## config.mk

```make
export PLATFORM = sky130hd
export DESIGN_NAME = hazard_forward_ctrl
export DESIGN_NICKNAME = d
export VERILOG_FILES = /design/src/rtl/hazard_forward_ctrl.sv
export SDC_FILE = /design/constraint.sdc
export NUM_CORES = 1
export LEC_CHECK = 0
export ABC_AREA = 1
export BUFFER_PORTS_ARGS = -buffer_cell sky130_fd_sc_hd__buf_2
export CELL_PAD_IN_SITES_DETAIL_PLACEMENT = 1
export CELL_PAD_IN_SITES_GLOBAL_PLACEMENT = 1
export CORE_MARGIN = 4
export CORE_UTILIZATION = 25
export DETAILED_ROUTE_END_ITERATION = 10
export GPL_ROUTABILITY_DRIVEN = 0
export PLACE_DENSITY = 0.95
export SLEW_MARGIN = 5
export SYNTH_ARGS = -nofsm -noshare
export SYNTH_HDL_FRONTEND = slang
export SYNTH_SLANG_ARGS = --single-unit
```

## constraint.sdc

```tcl
create_clock -name CLK -period 4.82 [get_ports CLK]
set_clock_uncertainty 0.2 [all_clocks]
set_input_delay 1.446 -clock CLK [delete_from_list [all_inputs] [get_ports CLK]]
set_output_delay 1.446 -clock CLK [all_outputs]
set_load 0.02 [all_outputs]
```

## src/rtl/hazard_forward_ctrl.sv

```systemverilog
// Forwarding selects and load-use/RAW hazard control for the OTTER pipeline.
// Define HAZARD_PERF_CNT_EN to build the saturating stall/flush/forward counters.
module hazard_forward_ctrl #(
  parameter int ADDR_W     = 5,
  parameter int LOAD_STALL = 1,
  parameter int FWD_EN     = 1,
  parameter int CNT_W      = 16
) (
  input  logic              CLK,
  input  logic              RST_N,
  input  logic [ADDR_W-1:0] de_rs1,
  input  logic [ADDR_W-1:0] de_rs2,
  input  logic              de_rs1_used,
  input  logic              de_rs2_used,
  input  logic [ADDR_W-1:0] ex_rs1,
  input  logic [ADDR_W-1:0] ex_rs2,
  input  logic [ADDR_W-1:0] ex_rd,
  input  logic              ex_regwrite,
  input  logic              ex_memread,
  input  logic              ex_br_taken,
  input  logic [ADDR_W-1:0] mem_rd,
  input  logic              mem_regwrite,
  input  logic [ADDR_W-1:0] wb_rd,
  input  logic              wb_regwrite,
  output logic [1:0]        fwd_a_sel,
  output logic [1:0]        fwd_b_sel,
  output logic              pc_hold,
  output logic              if_de_hold,
  output logic              de_ex_bubble,
  output logic              if_de_flush,
  output logic [CNT_W-1:0]  stall_count,
  output logic [CNT_W-1:0]  flush_count,
  output logic [CNT_W-1:0]  fwd_count
);

  typedef enum logic {
    RUN   = 1'b0,
    STALL = 1'b1
  } state_t;

  localparam logic [3:0] STALL_INIT =
    4'((LOAD_STALL > 1) ? (LOAD_STALL - 2) : 0);

  state_t     state_q;
  state_t     state_d;
  logic [3:0] cnt_q;
  logic [3:0] cnt_d;

  logic mem_wr_v;
  logic wb_wr_v;
  logic a_mem;
  logic a_wb;
  logic b_mem;
  logic b_wb;
  logic [1:0] fwd_a_c;
  logic [1:0] fwd_b_c;

  assign mem_wr_v = mem_regwrite && (mem_rd != '0);
  assign wb_wr_v  = wb_regwrite && (wb_rd != '0);

  assign a_mem = mem_wr_v && (mem_rd == ex_rs1);
  assign a_wb  = wb_wr_v && (wb_rd == ex_rs1);
  assign b_mem = mem_wr_v && (mem_rd == ex_rs2);
  assign b_wb  = wb_wr_v && (wb_rd == ex_rs2);

  // MEM holds the younger result, so it wins over WB
  always_comb begin
    fwd_a_c = 2'b00;
    fwd_b_c = 2'b00;
    if (FWD_EN != 0) begin
      unique case (1'b1)
        a_mem:          fwd_a_c = 2'b01;
        (a_wb && !a_mem): fwd_a_c = 2'b10;
        default:        fwd_a_c = 2'b00;
      endcase
      unique case (1'b1)
        b_mem:          fwd_b_c = 2'b01;
        (b_wb && !b_mem): fwd_b_c = 2'b10;
        default:        fwd_b_c = 2'b00;
      endcase
    end
  end

  assign fwd_a_sel = RST_N ? fwd_a_c : 2'b00;
  assign fwd_b_sel = RST_N ? fwd_b_c : 2'b00;

  logic de1_v;
  logic de2_v;
  logic ex_hit;
  logic mem_hit;
  logic hz;

  assign de1_v = de_rs1_used && (de_rs1 != '0);
  assign de2_v = de_rs2_used && (de_rs2 != '0);

  assign ex_hit = ex_regwrite && (ex_rd != '0) &&
                  ((de1_v && (ex_rd == de_rs1)) ||
                   (de2_v && (ex_rd == de_rs2)));

  assign mem_hit = mem_regwrite && (mem_rd != '0) &&
                   ((de1_v && (mem_rd == de_rs1)) ||
                    (de2_v && (mem_rd == de_rs2)));

  // write-first regfile: WB never needs a stall
  assign hz = (FWD_EN != 0) ? (ex_memread && ex_hit)
                            : (ex_hit || mem_hit);

  logic hold_c;
  logic bubble_c;
  logic flush_c;

  always_comb begin
    state_d  = state_q;
    cnt_d    = cnt_q;
    hold_c   = 1'b0;
    bubble_c = 1'b0;
    flush_c  = 1'b0;
    case (state_q)
      RUN: begin
        if (ex_br_taken) begin
          flush_c  = 1'b1;
          bubble_c = 1'b1;
        end else if (hz) begin
          hold_c   = 1'b1;
          bubble_c = 1'b1;
          if (LOAD_STALL > 1) begin
            state_d = STALL;
            cnt_d   = STALL_INIT;
          end
        end
      end
      STALL: begin
        if (ex_br_taken) begin
          flush_c  = 1'b1;
          bubble_c = 1'b1;
          state_d  = RUN;
          cnt_d    = 4'd0;
        end else begin
          hold_c   = 1'b1;
          bubble_c = 1'b1;
          if (cnt_q == 4'd0) begin
            state_d = RUN;
          end else begin
            cnt_d = cnt_q - 4'd1;
          end
        end
      end
      default: begin
        state_d = RUN;
        cnt_d   = 4'd0;
      end
    endcase
  end

  always_ff @(posedge CLK) begin
    if (!RST_N) begin
      state_q <= RUN;
      cnt_q   <= 4'd0;
    end else begin
      state_q <= state_d;
      cnt_q   <= cnt_d;
    end
  end

  assign pc_hold      = RST_N && hold_c;
  assign if_de_hold   = RST_N && hold_c;
  assign de_ex_bubble = RST_N && bubble_c;
  assign if_de_flush  = RST_N && flush_c;

`ifdef HAZARD_PERF_CNT_EN
  localparam logic [CNT_W-1:0] CNT_ONE = CNT_W'(1);

  logic [CNT_W-1:0] stall_q;
  logic [CNT_W-1:0] flush_q;
  logic [CNT_W-1:0] fwd_q;
  logic             fwd_any;

  assign fwd_any = (fwd_a_sel != 2'b00) || (fwd_b_sel != 2'b00);

  // counters stick at all-ones instead of wrapping
  always_ff @(posedge CLK) begin
    if (!RST_N) begin
      stall_q <= '0;
      flush_q <= '0;
      fwd_q   <= '0;
    end else begin
      if (pc_hold && !(&stall_q)) begin
        stall_q <= stall_q + CNT_ONE;
      end
      if (if_de_flush && !(&flush_q)) begin
        flush_q <= flush_q + CNT_ONE;
      end
      if (fwd_any && !(&fwd_q)) begin
        fwd_q <= fwd_q + CNT_ONE;
      end
    end
  end

  assign stall_count = stall_q;
  assign flush_count = flush_q;
  assign fwd_count   = fwd_q;
`else
  assign stall_count = '0;
  assign flush_count = '0;
  assign fwd_count   = '0;
`endif

endmodule

```

==> flow_summary.ini <==
[sta]
min_period_ns = 4.12
max_freq_mhz = 243
timing.final.setup_violations = 0
min_period_over_period = 0.854
timing.final.hold_violations = 0
setup-tns-final_ns = 0
worst_hold_slack_ns = 0.289
rsz_0062_raised_after_global_routing = no
total_count_of_max_transition_violations_in_the_final_report = 0

[place]
dp_hpwl_um = 2950
numPortBuffers = 51
place_inst = 292

[floorplan]
pin_count = 100
floorplan.rows = 24
starting_density_of_the_core = 0.262
core-area_um2 = 4410
die_width_um = 76.1
die-area_um2 = 5790
dieHeight_um = 76.1

[global_route]
grt_util_met2 = 0.189
number_of_antenna_violations_at_the_first_check_in_global_routing = 0
grt_busiest_layer = met2
maximum_number_of_pins_on_one_net_before_global_route_repair = 7
wire_length_of_the_first_global_routing_pass_um = 5090
grt_use_total = 0.102
first_global_vias = 1261
globalRouteMet3Util = 0.0284
globalRouteOverflowTotal = 0
globalRouteMet1Util = 0.111

[min_path]
hp-class = reg2reg

[yosys]
synth.cell_area_um2 = 1160
postSynthRegisterBits = 5
yosysWarnings = 0
ys_top_cells_by_count = sky130_fd_sc_hd__buf_4 (49), sky130_fd_sc_hd__nand2_1 (33), sky130_fd_sc_hd__inv_1 (22)
synthMostInstantiatedCell = sky130_fd_sc_hd__buf_4
synthDistinctLibCells = 26
ys.flop_type = sky130_fd_sc_hd__dfxtp_1
yosys-top-cells-area = sky130_fd_sc_hd__buf_4 (32%), sky130_fd_sc_hd__nand2_1 (11%), sky130_fd_sc_hd__dfxtp_1 (8.6%)
syn_avg_cell_area_um2 = 6.07
synth_top_area_frac = 0.317
synth_enable_flop_cells = 0
synth_top_area_cell = sky130_fd_sc_hd__buf_4
asyncSetResetFlopFracSynth = 0
synth-seq-area-share = 0.0864
synthCells = 191

[cts]
numCtsBuffers = 3
cts.root.buffer_cell = sky130_fd_sc_hd__clkbuf_8
clkSlewWorstSetupHoldPaths_ns = 0.04
cts.htree.levels = 1
hold_buffers_post_cts = 0
tritoncts_clock_tree = yes
clockBufferDepth = 2
clock-sinks = 5
cts.repair_timing.setup_buffer_count = 0
clock_insertion_delay_worst_skew_ns = 0.22
cts-resized-gates = 0

[drt]
detailroute.via_count = 1196
initialDrtViolationCount = 14
drt-wirelength-per-cell_um = 10.8
detailedRoute.firstPassIterationCount = 4
avgViaCountPerCell = 4.04
drt_drc_violations_left = 0
wirelength_um = 3210
ant_nets = 0

[power_and_ir_drop]
power_per_cell_area_nw_per_um2 = 165
vdd_ir_drop_max_uv = 61.6
power.total_mw = 0.220
leak_pwr_nw = 0.780

[setup_path]
cp_data_required_time_ns = 3.17
crit_path_start_kind = primary input
critical_path_class = in2out
crit_path_end_kind = primary output
worstPathMaxFanout = 4
cp.arrival_ns = 2.47

[layout]
antenna_cell_count = 0
signed_area_change_from_the_synthesized_netlist_to_the_final_layout_pct = 15.0
postLayoutCoreUtil = 0.302
nNetsFinal = 290
drive_above_1_share = 0.258
final-instance-count-excl-fill = 296

[flow_run]
max_cap_violations = 0

[status]
run_status = completed
through the flow:
stage                     worst slack (ns)  area [um2]
after floorplan                      0.658        1340
after global placement               0.701        1290
after CTS                            0.673        1330
final                                0.703        1330
after global routing                 0.557        1330
after detailed placement             0.681        1290
layout make-up:
type                       count  area, um2
fill                         621       3080
multi-input combinational    157        766
timing repair buffer          51        255
inverter                      27        101
sequential                     5        100
tap                           52       65.1
clock buffer                   4       45.0
power breakdown:
| part | switching [mW] | internal (mW) | leakage (nW) |
|---|---|---|---|
| Sequential | 0.0000000000000000664 | 0.0416 | 0.0402 |
| Combinational | 0.0701 | 0.0297 | 0.717 |
| Clock | 0.0218 | 0.0569 | 0.0228 |
| Total | 0.0919 | 0.128 | 0.780 |
cell families after synthesis:
| family | after synthesis | share of synthesized area |
|---|---|---|
| AND/OR/NAND/NOR | 74 | 0.289 |
| AO/OA/AOI/OAI | 18 | 0.0842 |
| adder cells (fa/ha/maj) | 1 | 0.0108 |
| flip-flops | 5 | 0.0864 |
| other | 1 | 0.00324 |
| XOR/XNOR | 16 | 0.121 |
| buffers and inverters | 76 | 0.405 |
state kept, by name, indices dropped and copies added (netlist names):
| signal | flops |
|---|---|
| cnt_q | 4 |
| state_q | 1 |
critical path, stage by stage:
cell	delay [ns]
sky130_fd_sc_hd__buf_2	0.11
sky130_fd_sc_hd__inv_2	0.07
sky130_fd_sc_hd__nor2_1	0.04
sky130_fd_sc_hd__nor3b_1	0.19
sky130_fd_sc_hd__nand3_1	0.09
sky130_fd_sc_hd__nand2_1	0.08
sky130_fd_sc_hd__nand2_1	0.07
sky130_fd_sc_hd__a21oi_1	0.18
sky130_fd_sc_hd__buf_2	0.20
path summary, 6_finish.rpt:
path	from	to	depth (start not counted)	slack, ns
setup / recovery	ex_rd[4]	if_de_hold	9	0.70
hold / removal	cnt_q[0]$_SDFFE_PN0P_	cnt_q[0]$_SDFFE_PN0P_	2	0.29
setup reg to reg	cnt_q[0]$_SDFFE_PN0P_	cnt_q[3]$_SDFFE_PN0P_	10	3.15
hold reg to reg	cnt_q[0]$_SDFFE_PN0P_	cnt_q[0]$_SDFFE_PN0P_	2	0.29
routing by layer:
metal	vias to the layer above	part of all wire
li1	609	-
met1	530	0.40
met2	53	0.51
met3	4	0.079
met4	0	0.0078
met5	-	0
layout by cell type (no fill, tap or decap), drive strengths merged:
master	count
nor4	2
clkbuf	4
clkinv	1
nor3b	2
xnor2	9
buf	51
nor2	17
a21oi	7
xor2	7
nand4	4
o22ai	2
conb	48
inv	26
ha	1
o211ai	1
nor3	7
nand3	7
nand2	35
dfxtp	5
o21ai	7
a211oi	1
Note: power is estimated with default switching activity, not from simulation.
